**src/rtl/mult_pkg.sv**
```systemverilog
// Shared width and helpers for the signed add-shift multiplier datapath.
package mult_pkg;

    localparam int DATA_W = 8;

    // Per-edge command bundle, gathered from the control FSM's strobes.
    typedef struct packed {
        logic clr_a;
        logic clr_x;
        logic clear_load;
        logic ld_a;
        logic shift;
    } cmd_t;

    function automatic logic [DATA_W:0] sext(input logic [DATA_W-1:0] v);
        return {v[DATA_W-1], v};
    endfunction

endpackage

```
**src/rtl/add_sub9.sv**
```systemverilog
// Sign-extended ripple add/subtract: Sum = A +/- (Add_En ? S : 0), one bit wider than the operands.
module add_sub9
    import mult_pkg::*;
(
    input  logic [DATA_W-1:0] A,
    input  logic [DATA_W-1:0] S,
    input  logic              sub,
    input  logic              Add_En,
    output logic [DATA_W:0]   Sum
);

    localparam int N = DATA_W + 1;

    logic [N-1:0] op_a;
    logic [N-1:0] op_s;
    logic [N-1:0] op_b;
    logic [N-1:0] c;

    assign op_a = sext(A);
    assign op_s = Add_En ? sext(S) : '0;
    // Two's-complement subtract: invert the operand and inject sub as carry-in.
    assign op_b = op_s ^ {N{sub}};
    assign c[0] = sub;

    for (genvar i = 0; i < N; i++) begin : g_fa
        assign Sum[i] = op_a[i] ^ op_b[i] ^ c[i];
        if (i < N - 1) begin : g_carry
            assign c[i+1] = (op_a[i] & op_b[i]) | (c[i] & (op_a[i] ^ op_b[i]));
        end
    end

endmodule

```
**src/rtl/mult_datapath.sv**
```systemverilog
// X/A/B/S register file and priority update mux for the add-shift multiplier.
module mult_datapath
    import mult_pkg::*;
#(
    parameter int W = DATA_W
) (
    input  logic         Clk,
    input  logic         Reset,
    input  logic [W-1:0] SW,
    input  logic         ClearA_LoadB,
    input  logic         Reset_A,
    input  logic         Reset_X,
    input  logic         Ld_A,
    input  logic         sub,
    input  logic         Add_En,
    input  logic         Shift_En,
    output logic [W-1:0] Aval,
    output logic [W-1:0] Bval,
    output logic         X,
    output logic         M
);

    logic [W-1:0] a_q, b_q, s_q;
    logic         x_q;
    logic [W-1:0] a_d, b_d, s_d;
    logic         x_d;
    logic [W:0]   sum;
    cmd_t         cmd;

    assign cmd = '{clr_a: Reset_A, clr_x: Reset_X, clear_load: ClearA_LoadB,
                   ld_a: Ld_A, shift: Shift_En};

    add_sub9 u_add (
        .A      (a_q),
        .S      (s_q),
        .sub    (sub),
        .Add_En (Add_En),
        .Sum    (sum)
    );

    always_comb begin
        a_d = a_q;
        b_d = b_q;
        s_d = s_q;
        x_d = x_q;
        if (cmd.clr_a || cmd.clr_x) begin
            if (cmd.clr_a) a_d = '0;
            if (cmd.clr_x) x_d = 1'b0;
            // B still shifts, fed by A[0] as it was before the clear.
            if (cmd.shift) b_d = {a_q[0], b_q[W-1:1]};
        end else if (cmd.clear_load) begin
            s_d = SW;
            b_d = SW;
            a_d = '0;
            x_d = 1'b0;
        end else if (cmd.ld_a) begin
            a_d = sum[W-1:0];
            x_d = sum[W];
        end else if (cmd.shift) begin
            a_d = {x_q, a_q[W-1:1]};
            b_d = {a_q[0], b_q[W-1:1]};
        end
    end

    always_ff @(posedge Clk or negedge Reset) begin
        if (!Reset) begin
            a_q <= '0;
            b_q <= '0;
            s_q <= '0;
            x_q <= 1'b0;
        end else begin
            a_q <= a_d;
            b_q <= b_d;
            s_q <= s_d;
            x_q <= x_d;
        end
    end

    assign Aval = a_q;
    assign Bval = b_q;
    assign X    = x_q;
    assign M    = b_q[0];

endmodule

```
**config.mk**
```make
export PLATFORM = sky130hd
export DESIGN_NAME = mult_datapath
export DESIGN_NICKNAME = d
export VERILOG_FILES = /design/src/rtl/mult_pkg.sv /design/src/rtl/add_sub9.sv /design/src/rtl/mult_datapath.sv
export SDC_FILE = /design/constraint.sdc
export NUM_CORES = 1
export LEC_CHECK = 0
export BUFFER_PORTS_ARGS = -buffer_cell sky130_fd_sc_hd__buf_2
export CORE_MARGIN = 1
export CORE_UTILIZATION = 25
export CTS_BUF_LIST = sky130_fd_sc_hd__clkbuf_8
export DETAILED_ROUTE_END_ITERATION = 10
export GPL_ROUTABILITY_DRIVEN = 0
export PLACE_DENSITY = 0.43
export SYNTH_ARGS = -nofsm -noshare
export SYNTH_HDL_FRONTEND = slang
export SYNTH_SLANG_ARGS = --single-unit
```
**constraint.sdc**
```tcl
create_clock -name Clk -period 4.3 [get_ports Clk]
set_input_delay 0.43 -clock Clk [delete_from_list [all_inputs] [get_ports Clk]]
set_output_delay 0.43 -clock Clk [all_outputs]
set_load 0.01 [all_outputs]
```
After elaboration in Yosys (flattened, before gate mapping)

Cells that the tools add are included.

Logic and storage cells: 71
Input port bits: 17
Register bits: 25
Output and inout bits: 18

Equal/unequal tests: 3
Muxes and demuxes: 14
Reduce and logical (&&, ||, !) cells: 6
Bitwise logic cells: 44

Operators with widths:

| cell               | count |
|---|---|
| $mux 8             | 9 |
| $xor 1x1->1        | 18 |
| $and 1x1->1        | 16 |
| $mux 9             | 1 |
| $xor 9x9->9        | 1 |
| $or 1x1->1         | 8 |
| $reduce_and 2->1   | 3 |
| $mux 1             | 4 |
| $ne 2x2->1 const B | 2 |
| $reduce_bool 4->1  | 1 |
| $ne 3x2->1 const B | 1 |
| $reduce_bool 3->1  | 1 |
| $logic_or 1x1->1   | 1 |
| $not 1->1          | 1 |

Longest topological paths before layout

Gate-level depths: netlist of the first run.

Word-level depth: 23
Depth in mapped cells: 17
Mapped depth without buffers: 16

Hierarchy

From an unflattened synthesis of the first run, not the netlist that was laid out.

Cell total of the unflattened synthesis: 135
Area, all modules: 1546.5 um^2

By module, submodules not included:

| module        | cells each | area an instance (um^2) | sequential area each (um^2) | instances |
|---|---|---|---|---|
| mult_datapath | 94         | 1191.1                  | 625.6                       | 1 |
| add_sub9      | 41         | 355.3                   | 0.0                         | 1 |

Worst setup path before layout of the first run

No wires, ideal clock.

Path type: input-to-reg
From: in sub
To: reg a_q[7] (netlist: Aval[7])
Setup time: 0.126 ns
Arrival time: 3.870 ns
Buffers on the path: 1
Path slack: 0.304 ns
Stages: 15
Required time: 4.174 ns
Cells stage by stage: clkbuf_1 xor2_1 fa_1 fa_1 fa_1 inv_1 fa_1 inv_1 fa_1 fa_1 inv_1 fa_1 mux2_2 nand3_1 a21oi_1

Cells in the longest elaborated chain, start to end: 20
Elaborated cells on any way between the ends: 34
Those cells by class: mux: 3; bitwise: 31

Ends and longest elaborated chain:

| item                   | RTL line            | text |
|---|---|---|
| start: declaration     | mult_datapath.sv:14 | `input logic sub,` |
| $xor 9x9->9            | add_sub9.sv:22      | `assign op_b = op_s ^ {N{sub}};` |
| $xor 1x1->1            | add_sub9.sv:28      | `assign c[i+1] = (op_a[i] & op_b[i]) \| (c[i] & (op_a[i] ^ op_b[i]));` |
| $and 1x1->1            | add_sub9.sv:28      |  |
| $or 1x1->1             | add_sub9.sv:28      |  |
| $and 1x1->1            | add_sub9.sv:28      |  |
| $or 1x1->1             | add_sub9.sv:28      |  |
| $and 1x1->1            | add_sub9.sv:28      |  |
| $or 1x1->1             | add_sub9.sv:28      |  |
| [... 4 more ...]       | --                  |  |
| $and 1x1->1            | add_sub9.sv:28      |  |
| $or 1x1->1             | add_sub9.sv:28      |  |
| $and 1x1->1            | add_sub9.sv:28      |  |
| $or 1x1->1             | add_sub9.sv:28      |  |
| $xor 1x1->1 (*)        | add_sub9.sv:26      | `assign Sum[i] = op_a[i] ^ op_b[i] ^ c[i];` |
| $mux 8 (*)             | mult_datapath.sv:56 | `end else if (cmd.ld_a) begin` |
| $mux 8 (*)             | mult_datapath.sv:51 | `end else if (cmd.clear_load) begin` |
| $mux 8 (*)             | mult_datapath.sv:46 | `if (cmd.clr_a \|\| cmd.clr_x) begin` |
| end signal: assignment | mult_datapath.sv:67 | `a_q <= '0;` |
| end signal: assignment | mult_datapath.sv:72 | `a_q <= a_d;` |
| end: declaration       | mult_datapath.sv:23 | `logic [W-1:0] a_q, b_q, s_q;` |

Every way passes the cells marked *; elsewhere a longest branch is shown, timed or not.
A chain may end at the register's enable or synchronous reset.

Worst setup path in the final report of the first run

From: reg s_q[1]
To: reg a_q[7] (netlist: Aval[7])

Cells in the longest elaborated chain, start to end: 19
Elaborated cells on any way between the ends: 20
Those cells by class: mux: 4; bitwise: 16

Ends and longest elaborated chain:

| item                     | RTL line            | text |
|---|---|---|
| start: declaration       | mult_datapath.sv:23 |  |
| start signal: assignment | mult_datapath.sv:69 | `s_q <= '0;` |
| start signal: assignment | mult_datapath.sv:74 | `s_q <= s_d;` |
| $mux 9 (*)               | add_sub9.sv:20      | `assign op_s = Add_En ? sext(S) : '0;` |
| $xor 9x9->9 (*)          | add_sub9.sv:22      |  |
| $xor 1x1->1              | add_sub9.sv:28      |  |
| $and 1x1->1              | add_sub9.sv:28      |  |
| $or 1x1->1 (*)           | add_sub9.sv:28      |  |
| $and 1x1->1 (*)          | add_sub9.sv:28      |  |
| $or 1x1->1 (*)           | add_sub9.sv:28      |  |
| $and 1x1->1 (*)          | add_sub9.sv:28      |  |
| [... 3 more ...]         | --                  |  |
| $and 1x1->1 (*)          | add_sub9.sv:28      |  |
| $or 1x1->1 (*)           | add_sub9.sv:28      |  |
| $and 1x1->1 (*)          | add_sub9.sv:28      |  |
| $or 1x1->1 (*)           | add_sub9.sv:28      |  |
| $xor 1x1->1 (*)          | add_sub9.sv:26      |  |
| $mux 8 (*)               | mult_datapath.sv:56 |  |
| $mux 8 (*)               | mult_datapath.sv:51 |  |
| $mux 8 (*)               | mult_datapath.sv:46 |  |

Marked as above.

==> results of run 1 <==
==> flip-flops by register name, summed over array words and instances (netlist names) <==
| name | count |
|---|---|
| s_q | 8 |
| Bval | 8 |
| X | 1 |
| Aval | 8 |
==> metal layers <==
metal | GRT usage [%] | vias to the layer above
met1 | 16.6 | 546
li1 | - | 593
met2 | 18.4 | 33
met3 | 3.60 | 2
met4 | 1.61 | 0
met5 | 0 | -
==> layout make-up <==
cell class                      instances  area (sq um)  area share [%]
Multi-Input combinational cell        116           815            45.5
Sequential cell                        25           626            34.9
Timing Repair Buffer                   34           170            9.50
Tap cell                               75          93.8            5.24
Clock buffer                            3          41.3            2.30
Inverter                               10          37.5            2.09
Clock inverter                          1          8.76           0.489
==> worst max-delay path: cells and delay by family (launching register included) <==
family | cells | cell delay, ns
buf+inv | 3 | 0.20
fa+ha+maj | 7 | 2.48
mux | 1 | 0.27
xor+xnor | 1 | 0.15
simple gates | 2 | 0.15
flops | 1 | 0.37
compound gates | 1 | 0.07
==> cells by family (layout without fill, tap and decap cells) <==
| family | Yosys count | count (layout) | share of synthesized area (%) |
|---|---|---|---|
| AO/OA/AOI/OAI | 36 | 36 | 13.3 |
| buffers and inverters | 21 | 48 | 7.55 |
| AND/OR/NAND/NOR | 51 | 51 | 15.7 |
| XOR/XNOR | 8 | 8 | 4.50 |
| adder cells (fa/ha/maj) | 7 | 7 | 9.00 |
| multiplexers | 14 | 14 | 9.80 |
| flip-flops | 25 | 25 | 40.2 |
==> placed cells by master, fill, tap and decap left out, types with 2 or more instances in the layout <==
| cell type | count |
|---|---|
| buf_2 | 34 |
| clkbuf_8 | 3 |
| mux2i_1 | 4 |
| xnor2_1 | 2 |
| o2111ai_1 | 2 |
| xor2_1 | 6 |
| inv_1 | 10 |
| nor2_1 | 15 |
| o21ai_0 | 14 |
| mux2_2 | 10 |
| fa_1 | 7 |
| nand2_1 | 27 |
| nand2b_1 | 2 |
| dfrtp_1 | 25 |
| a21oi_1 | 15 |
| nand3_1 | 2 |
==> through the flow <==
stage          hold WS [ns]  instance area [sq um]
6_report              0.151                   1790
5_1_grt               0.180                   1790
4_1_cts               0.168                   1790
3_5_place_dp          0.486                   1740
3_3_place_gp          0.478                   1740
2_1_floorplan         0.134                   1560
==> power by group <==
part           switching, mW  internal [mW]  total (mW)
clock                 0.0843         0.0680       0.152
combinational         0.0838         0.0677       0.151
sequential            0.0206          0.265       0.286
==> final timing paths <==
kind                               from       to  slack (ns)  depth (start not counted)
worst min-delay path              Reset   s_q[0]        0.15                          1
worst min register to register  Bval[0]  Bval[0]        0.52                          2
max in group asynchronous         Reset  Aval[0]        3.76                          1
min in group Clk                  SW[7]   s_q[7]        0.40                          2
worst max-delay path             s_q[1]  Aval[7]        0.48                         15
worst max register to register   s_q[1]  Aval[7]        0.48                         15
==> qor.yml, run 1 <==
detailed_routing:
  remaining_drc_errors: 0
  wl_met1_um: 1830
  wl_met3_um: 199
  ant_nets: 0
  drt_wl_total_um: 3520
  wl_per_cell_um: 13.3
  wl_met2_um: 1480
  vias: 1174
  dr.pass1.iters: 4
  highest_layer: "met4"
  drt-initial-drc-count: 35
  via_per_inst: 4.45
cts:
  clk_latency_ns: 0.28
  cts_tree: "yes"
  cts_setup_buffers: 0
  ctsHoldBuffers: 0
  cts_made_buffers: 3
  cts.repair.resized: 0
  cts.htree.levels: 1
  cts.clk_slew.worst_paths_ns: 0.10
  cts_root_buffer: "clkbuf_8"
  cts.path.max_buffers: 2
  clock_sinks: 25
floorplanning:
  die_y_um: 80.9
  die_area_sq_um: 6550
  start_util_pct: 26.2
  rows: 28
  die_width_um: 80.9
  coreArea_sq_um: 5960
  pin_count: 35
critical_path:
  worstSetupStartpointType: "flip-flop"
  critPathCaptureType: "flip-flop"
  cp_data_arrival_time_ns: 3.98
  cp_slowest_stage_delay_ns: 0.43
  required_ns: 4.45
  cp_max_fo: 2
  cp_cell_sequence: "nand2_1 -> xor2_1 -> fa_1 -> fa_1 -> fa_1 -> inv_1 -> fa_1 -> inv_1 -> fa_1 -> fa_1 -> inv_1 -> fa_1 -> mux2_2 -> nand3_1 -> a21oi_1"
  worstSetupPathType: "reg -> reg"
  cp_slowest_cell: "fa_1"
  worst_path_most_repeated_cell: "fa_1"
cells_and_area:
  layout.cells.non_filler: 264
  nets: 214
  n_antenna_cell: 0
  final_util_pct: 30.1
  nFillCells: 648
  drive_above_1_share_pct: 27.5
  area_growth_syn_to_layout_pct: 15.0
logic_synthesis:
  synthMostInstantiatedCell: "nand2_1"
  syn-cell-area_sq_um: 1560
  yosysWarnings: 0
  ys_ff_latch: 25
  yosys-top-cells-count: "nand2_1, dfrtp_1, a21oi_1, nor2_1, o21ai_0"
  syn_area_per_cell_sq_um: 9.62
  async_flop_share_pct: 100
  synth_fp_nets: 186
  synth_area_leaders: "dfrtp_1, fa_1, mux2_2, nand2_1, a21oi_1"
  ys_seq_area_share_pct: 40.2
  synth_cell_types: 28
  synthDominantCellAreaShare_pct: 40.2
  synth-edff-count: 0
  ys.flop_type: "dfrtp_1"
  synthCells: 162
  synth_top_cell_by_area: "dfrtp_1"
sta:
  tightest_slew_ns: 0.986
  skew_ns: 0.00780
  finalSetupTns_ns: 0
  hold_violations: 0
  period_share_pct: 88.9
  finalSetupViolCount: 0
  min_period_ns: 3.82
  fin_ws_ns: 0.479
  fmax_ghz: 0.262
  report.final.slew_viol_count: 0
  rsz0062_at_grt: "false"
  slew_headroom_pct: 34.2
status:
  outcome: "finished, final reports clean"
global_route:
  grt_pass1_wl_um: 5930
  grt.total_usage_pct: 11.9
  grt_max_degree: 26
  antenna_found_initial: 0
  first_global_vias: 1194
  overflow: 0
worst_hold_path:
  worstHoldPathType: "in -> async"
placement:
  portBuffers: 34
  dp_hpwl_um: 2590
  dp_cells: 260
  dpl_worst_slack_ns: 0.247
power:
  p_per_area_nw_per_um2: 329
  leakagePower_nw: 0.810
  ir_drop_mv: 0.164
  p_total_mw: 0.589
job:
  cap_viol_max_count: 0
Power figures use the tool's default switching activity.
==> run 2: changes to the inputs <==
- MAX_ROUTING_LAYER: unset -> met4
==> run 2 against run 1 <==
Compared with the run above:
- non-clock buffer count unchanged
- clock power about the same
- power up 0.11%
- sequential share of layout area unchanged
- largest power group unchanged
- highest routed layer unchanged
==> qor.yml, run 2 (same netlist as run 1, synthesis figures left out) <==
detailed_routing:
  drt-initial-drc-count: 26  # -26%
  wl_per_cell_um: 13.2  # -0.68%
  via_per_inst: 4.44  # -0.26%
  drt_wl_total_um: 3500  # -0.68%
  dr.pass1.iters: 4  # unchanged
  vias: 1171  # -0.26%
  remaining_drc_errors: 0  # unchanged
  ant_nets: 0  # unchanged
floorplanning:
  die_y_um: 80.9  # unchanged
  die_area_sq_um: 6550  # unchanged
  die_width_um: 80.9  # unchanged
  start_util_pct: 26.2  # unchanged
  pin_count: 35  # unchanged
  coreArea_sq_um: 5960  # unchanged
  rows: 28  # unchanged
critical_path:
  critPathCaptureType: "flip-flop"
  worstSetupStartpointType: "flip-flop"
  cp_slowest_stage_delay_ns: 0.41  # -0.02 ns
  worstSetupPathType: "reg -> reg"
  required_ns: 4.45  # about the same
  cp_cell_sequence: "nand2_1 -> mux2i_1 -> fa_1 -> fa_1 -> fa_1 -> inv_1 -> fa_1 -> inv_1 -> fa_1 -> fa_1 -> inv_1 -> fa_1 -> mux2_2 -> nand3_1 -> a21oi_1"
  r2r-start: "s_q[0]"
  cp_max_fo: 2  # unchanged
  worst_path_most_repeated_cell: "fa_1"
  startpoint: "s_q[0]"
  cp_data_arrival_time_ns: 3.97  # about the same
  cp_slowest_cell: "fa_1"
placement:
  dpl_cell_area_sq_um: 1740  # unchanged
  dp_cells: 260  # unchanged
  portBuffers: 34  # unchanged
  dp_hpwl_um: 2590  # unchanged
  dpl_worst_slack_ns: 0.247  # unchanged
worst_hold_path:
  worstHoldPathType: "in -> async"
cells_and_area:
  final_cell_area_sq_um: 1790  # unchanged
  nFillCells: 648  # unchanged
  multi_input_area_sq_um: 815  # unchanged
  n_antenna_cell: 0  # unchanged
  nets: 214  # unchanged
  final_common_cell: "buf_2"
  layout_common_cells: "buf_2, nand2_1, dfrtp_1, nor2_1, a21oi_1"
  seqCellArea_sq_um: 626  # unchanged
  final_util_pct: 30.1  # unchanged
  area_growth_syn_to_layout_pct: 15.0  # unchanged
  drive_above_1_share_pct: 27.5  # unchanged
  layout.cells.non_filler: 264  # unchanged
cts:
  clock_sinks: 25  # unchanged
  cts.clk_slew.worst_paths_ns: 0.10  # about the same
  clk_latency_ns: 0.28  # about the same
  cts_made_buffers: 3  # unchanged
  cts_setup_buffers: 0  # unchanged
  cts_tree: "yes"
  cts.repair.resized: 0  # unchanged
  cts.path.max_buffers: 2  # unchanged
  ctsHoldBuffers: 0  # unchanged
  cts.htree.levels: 1  # unchanged
  cts_root_buffer: "clkbuf_8"
sta:
  hold_violations: 0  # unchanged
  finalSetupTns_ns: 0  # unchanged
  finalSetupViolCount: 0  # unchanged
  skew_ns: 0.00854  # +0.000743 ns
  rsz0062_at_grt: "false"
  report.final.slew_viol_count: 0  # unchanged
  fmax_ghz: 0.262  # +0.12%
  fin_ws_ns: 0.483  # +0.00470 ns
  whs_ns: 0.149  # -0.00203 ns
  tightest_slew_ns: 1.00  # +0.0160 ns
  min_period_ns: 3.82  # -0.00470 ns
  period_share_pct: 88.8  # -0.11 points
  slew_headroom_pct: 33.1  # -1.1 points
power:
  power.internal_mw: 0.401  # about the same
  p_sw_share_pct: 32.1  # +0.071 points
  combPwrFrac_pct: 25.7  # about the same
  clkPwrFrac_pct: 26.0  # +0.2 points
  ir_drop_mv: 0.165  # +0.64%
  p_per_area_nw_per_um2: 329  # +0.11%
  p_sw_mw: 0.189  # +0.34%
  p_seq_share_pct: 48.4  # about the same
  p_total_mw: 0.590  # +0.11%
  leakagePower_nw: 0.810  # unchanged
global_route:
  first_global_vias: 1192  # -0.17%
  antenna_found_initial: 0  # unchanged
  overflow: 0  # unchanged
  grt_pass1_wl_um: 5920  # -0.24%
  grt.total_usage_pct: 12.2  # +0.32 points
  grt_max_degree: 26  # unchanged
status:
  outcome: "finished, final reports clean"
job:
  cap_viol_max_count: 0  # unchanged
## run 2: cell counts in the layout (fill, tap and decap cells not counted)
Identical to the previous run, type by type.
## run 2: area by class of cell
cell class	count	share of cell area [%]
clock buffers	3	2.30
clock inverters	1	0.489
inverters	10	2.09
multi-input cells	116	45.5
flip-flops and latches	25	34.9
well taps	75	5.24
repair buffers	34	9.50
## run 2: routing by layer
layer | GRT usage [%] | wire (um) | vias up
met1 | 16.9 | 1840 | 543
met3 | 3.26 | 171 | 2
li1 | - | - | 595
met4 | 1.61 | 17 | 0
met2 | 18.2 | 1470 | 31
met5 | - | 0 | -
## run 2: worst paths after layout
| check | to | slack (ns) | cells past startpoint |
|---|---|---|---|
| setup reg to reg | Aval[7] | 0.48 | 15 |
| max in group asynchronous | Aval[0] | 3.76 | 1 |
| hold / removal | s_q[0] | 0.15 | 1 |
| setup / recovery | Aval[7] | 0.48 | 15 |
| min in group Clk | s_q[2] | 0.40 | 2 |
| hold reg to reg | Bval[0] | 0.52 | 2 |
## run 2: power groups by stage
stage	Sequential [mW]	Combinational, mW	Clock, mW
after floorplan	0.294	0.101	0
after global placement	0.291	0.154	0
after detailed placement	0.291	0.152	0
after CTS	0.287	0.155	0.162
after global routing	0.290	0.171	0.171
final	0.286	0.151	0.153
## run 2: critical path, delay by kind of cell, from the launching register on
family                     cells  cell delay (ns)
muxes                          2             0.37
and+or+nand+nor                2             0.20
AOI/OAI and AO/OA              1             0.07
buffers and inverters          3             0.20
DFF                            1             0.39
adders and majority gates      7             2.45
==> run 3: changes to the inputs <==
- CTS_BUF_LIST: sky130_fd_sc_hd__clkbuf_8 -> sky130_fd_sc_hd__clkbuf_4
- SKIP_CTS_REPAIR_TIMING: unset -> 1
- SYNTH_HIERARCHICAL: unset -> 1
==> run 3 against run 2 <==
Compared with the run above:
- sequential power decreased by 2%
- sequential cell count unchanged
- critical endpoint unchanged
- sequential share of layout area unchanged
- largest power group unchanged
- critical path type unchanged
- count of clock-buffer cells in the layout unchanged
- highest routed layer unchanged
==> qor.yml, run 3 <==
status:
  outcome: "finished, final reports clean"
cts:
  clock_sinks: 25  # unchanged
  cts_tree: "yes"
  cts.clk_slew.worst_paths_ns: 0.16  # +0.06 ns
  cts_made_buffers: 3  # unchanged
  cts.path.max_buffers: 2  # unchanged
  clk_latency_ns: 0.33  # +0.05 ns
  cts_root_buffer: "clkbuf_4"
  cts.htree.levels: 1  # unchanged
logic_synthesis:
  synthMostInstantiatedCell: "dfrtp_1"
  synth_xor_area_share_pct: 5.10  # +0.60 points
  synth-compound-area-share_pct: 18.0  # +4.8 points
  yosysWarnings: 6  # +6
  ys_ff_latch: 25  # unchanged
  synthMuxAreaShare_pct: 6.80  # -3.0 points
  ys.flop_type: "dfrtp_1"
  synth_fp_nets: 160  # -14%
  synthCells: 135  # -17%
  synth-edff-count: 0  # unchanged
  synth_area_leaders: "dfrtp_1, fa_1, nor4bb_1, a22o_1, o2bb2ai_1"
  async_flop_share_pct: 100  # unchanged
  syn-cell-area_sq_um: 1550  # -0.72%
  synthSimpleGateAreaFrac_pct: 11.7  # -4.1 points
  synth_top_cell_by_area: "dfrtp_1"
  synth_fa_ha_area_share_pct: 10.4  # +1.4 points
  yosys-top-cells-count: "dfrtp_1, inv_1, a21o_1"
  synthDominantCellAreaShare_pct: 40.5  # +0.29 points
  synth_top_family_by_area: "compound AO/OA/AOI/OAI gates"
  syn_area_per_cell_sq_um: 11.5  # +19%
  synth_cell_types: 28  # unchanged
  ys_seq_area_share_pct: 40.5  # +0.29 points
critical_path:
  cp_data_arrival_time_ns: 4.20  # +0.23 ns
  critPathBufInv: 2  # -1
  required_ns: 4.54  # +0.09 ns
  cp_slowest_stage_delay_ns: 0.50  # +0.09 ns
  worst_path_most_repeated_cell: "fa_1"
  crit_family: "adder cells"
  critPathCaptureType: "flip-flop"
  worstSetupPathType: "reg -> reg"
  cp_slowest_cell: "dfrtp_1"
  cp_cell_sequence: "mux2_4 -> fa_1 -> inv_1 -> fa_1 -> fa_1 -> fa_1 -> fa_1 -> fa_1 -> fa_1 -> inv_1 -> a22o_1 -> mux2_1"
  cp_max_fo: 5  # +3
  worstSetupStartpointType: "flip-flop"
detailed_routing:
  vias: 1076  # -8.1%
  drt_wl_total_um: 3430  # -1.8%
  drt-initial-drc-count: 22  # -15%
  remaining_drc_errors: 0  # unchanged
  wl_per_cell_um: 14.4  # +8.5%
  ant_nets: 0  # unchanged
  dr.pass1.iters: 4  # unchanged
  via_per_inst: 4.50  # +1.5%
cells_and_area:
  drive_above_1_share_pct: 29.3  # +1.8 points
  nFillCells: 639  # -1.4%
  seqCellArea_sq_um: 626  # unchanged
  final_common_cell: "buf_2"
  multi_input_area_sq_um: 803  # -1.4%
  nets: 190  # -11%
  layout_common_cells: "buf_2, dfrtp_1, inv_1, a21o_1"
  n_antenna_cell: 0  # unchanged
  area_growth_syn_to_layout_pct: 15.9
sta:
  slew_headroom_pct: 38.5  # +5.3 points
  finalSetupViolCount: 0  # unchanged
  skew_ns: 0.00373  # -0.00481 ns
  fmax_ghz: 0.252  # -3.7%
  hold_violations: 0  # unchanged
  rsz0062_at_grt: "false"
  report.final.slew_viol_count: 0  # unchanged
  min_period_ns: 3.96  # +0.148 ns
  tightest_slew_ns: 0.919  # -0.0830 ns
  period_share_pct: 92.2  # +3.4 points
  finalSetupTns_ns: 0  # unchanged
power:
  p_sw_share_pct: 32.4  # +0.34 points
  ir_drop_mv: 0.131  # -20%
  p_seq_share_pct: 52.5  # +4.1 points
  p_total_mw: 0.535  # -9.3%
  leakagePower_nw: 0.876  # +8.1%
  p_sw_mw: 0.174  # -8.3%
  power.internal_mw: 0.362  # -9.7%
  combPwrFrac_pct: 25.2  # -0.5 points
  clkPwrFrac_pct: 22.3  # -3.7 points
  p_per_area_nw_per_um2: 299  # -9.3%
floorplanning:
  pin_count: 35  # unchanged
  die_area_sq_um: 6500  # -0.70%
  start_util_pct: 26.0  # -0.19 points
  die_y_um: 80.7  # -0.35%
  rows: 28  # unchanged
  coreArea_sq_um: 5960  # unchanged
  die_width_um: 80.7  # -0.35%
placement:
  dp_hpwl_um: 2620  # +1.1%
  portBuffers: 34  # unchanged
global_route:
  grt_pass1_wl_um: 5840  # -1.4%
  grt_max_degree: 26  # unchanged
  first_global_vias: 1203  # +0.92%
  grt.total_usage_pct: 12.4  # +0.21 points
  overflow: 0  # unchanged
  antenna_found_initial: 0  # unchanged
worst_hold_path:
  worstHoldPathType: "in -> async"
job:
  cap_viol_max_count: 0  # unchanged
run 3: kinds of logic after synthesis:
logic type | Yosys count
compound gates | 36
buf+inv | 25
flops | 25
simple gates | 23
xor+xnor | 9
mux | 9
fa+ha+maj | 8
run 3: worst reg2reg max path, cell delays in order (launching register included):
cell,delay (ns)
dfrtp_1,0.50
mux2_4,0.20
fa_1,0.15
inv_1,0.05
fa_1,0.37
fa_1,0.39
fa_1,0.39
fa_1,0.39
fa_1,0.42
fa_1,0.49
inv_1,0.04
a22o_1,0.19
mux2_1,0.29
run 3: final cells by class:
cell class	instances	share of cell area, %
well taps	75	5.24
flip-flops and latches	25	34.9
multi-input cells	85	44.8
repair buffers	36	10.3
clock inverters	1	0.489
inverters	14	2.93
clock buffers	3	1.26
run 3: metal layers:
layer / up-vias / wire length (um) / track usage, %
met5: - / 0 / -
met4: 0 / 23 / 2.68
met3: 2 / 186 / 2.84
met2: 34 / 1550 / 20.2
met1: 506 / 1670 / 15.7
li1: 534 / - / -
run 3: power by group through the flow:
stage	registers (mW)	clock network, mW	logic (mW)
2_1_floorplan	0.289	0	0.0895
3_3_place_gp	0.285	0	0.137
3_5_place_dp	0.286	0	0.138
4_1_cts	0.282	0.128	0.138
5_1_grt	0.285	0.137	0.154
6_report	0.281	0.119	0.135
run 3: worst paths after layout:
check / start / slack [ns] / cells after the start / endpoint
setup / recovery: Aval[0] / 0.34 / 12 / Aval[7]
hold / removal: Reset / 0.08 / 1 / Aval[5]
setup reg to reg: Aval[0] / 0.34 / 12 / Aval[7]
hold reg to reg: s_q[2] / 0.50 / 1 / s_q[2]
max in group asynchronous: Reset / 3.83 / 1 / Bval[5]
min in group Clk: Ld_A / 0.39 / 3 / X
run 3: metrics by stage:
step / hold WS, ns / worst slack, ns / cells / area [sq um] / util (%)
finish: 0.0774 / 0.335 / 239 / 1790 / 30.1
global route: 0.0929 / 0.149 / 239 / 1790 / 30.1
global placement: 0.455 / 0.143 / 235 / 1760 / 29.6
CTS: 0.0797 / 0.304 / 239 / 1790 / 30.1
detailed placement: 0.472 / 0.120 / 235 / 1760 / 29.6
floorplan: 0.134 / 0.238 / 135 / 1550 / -
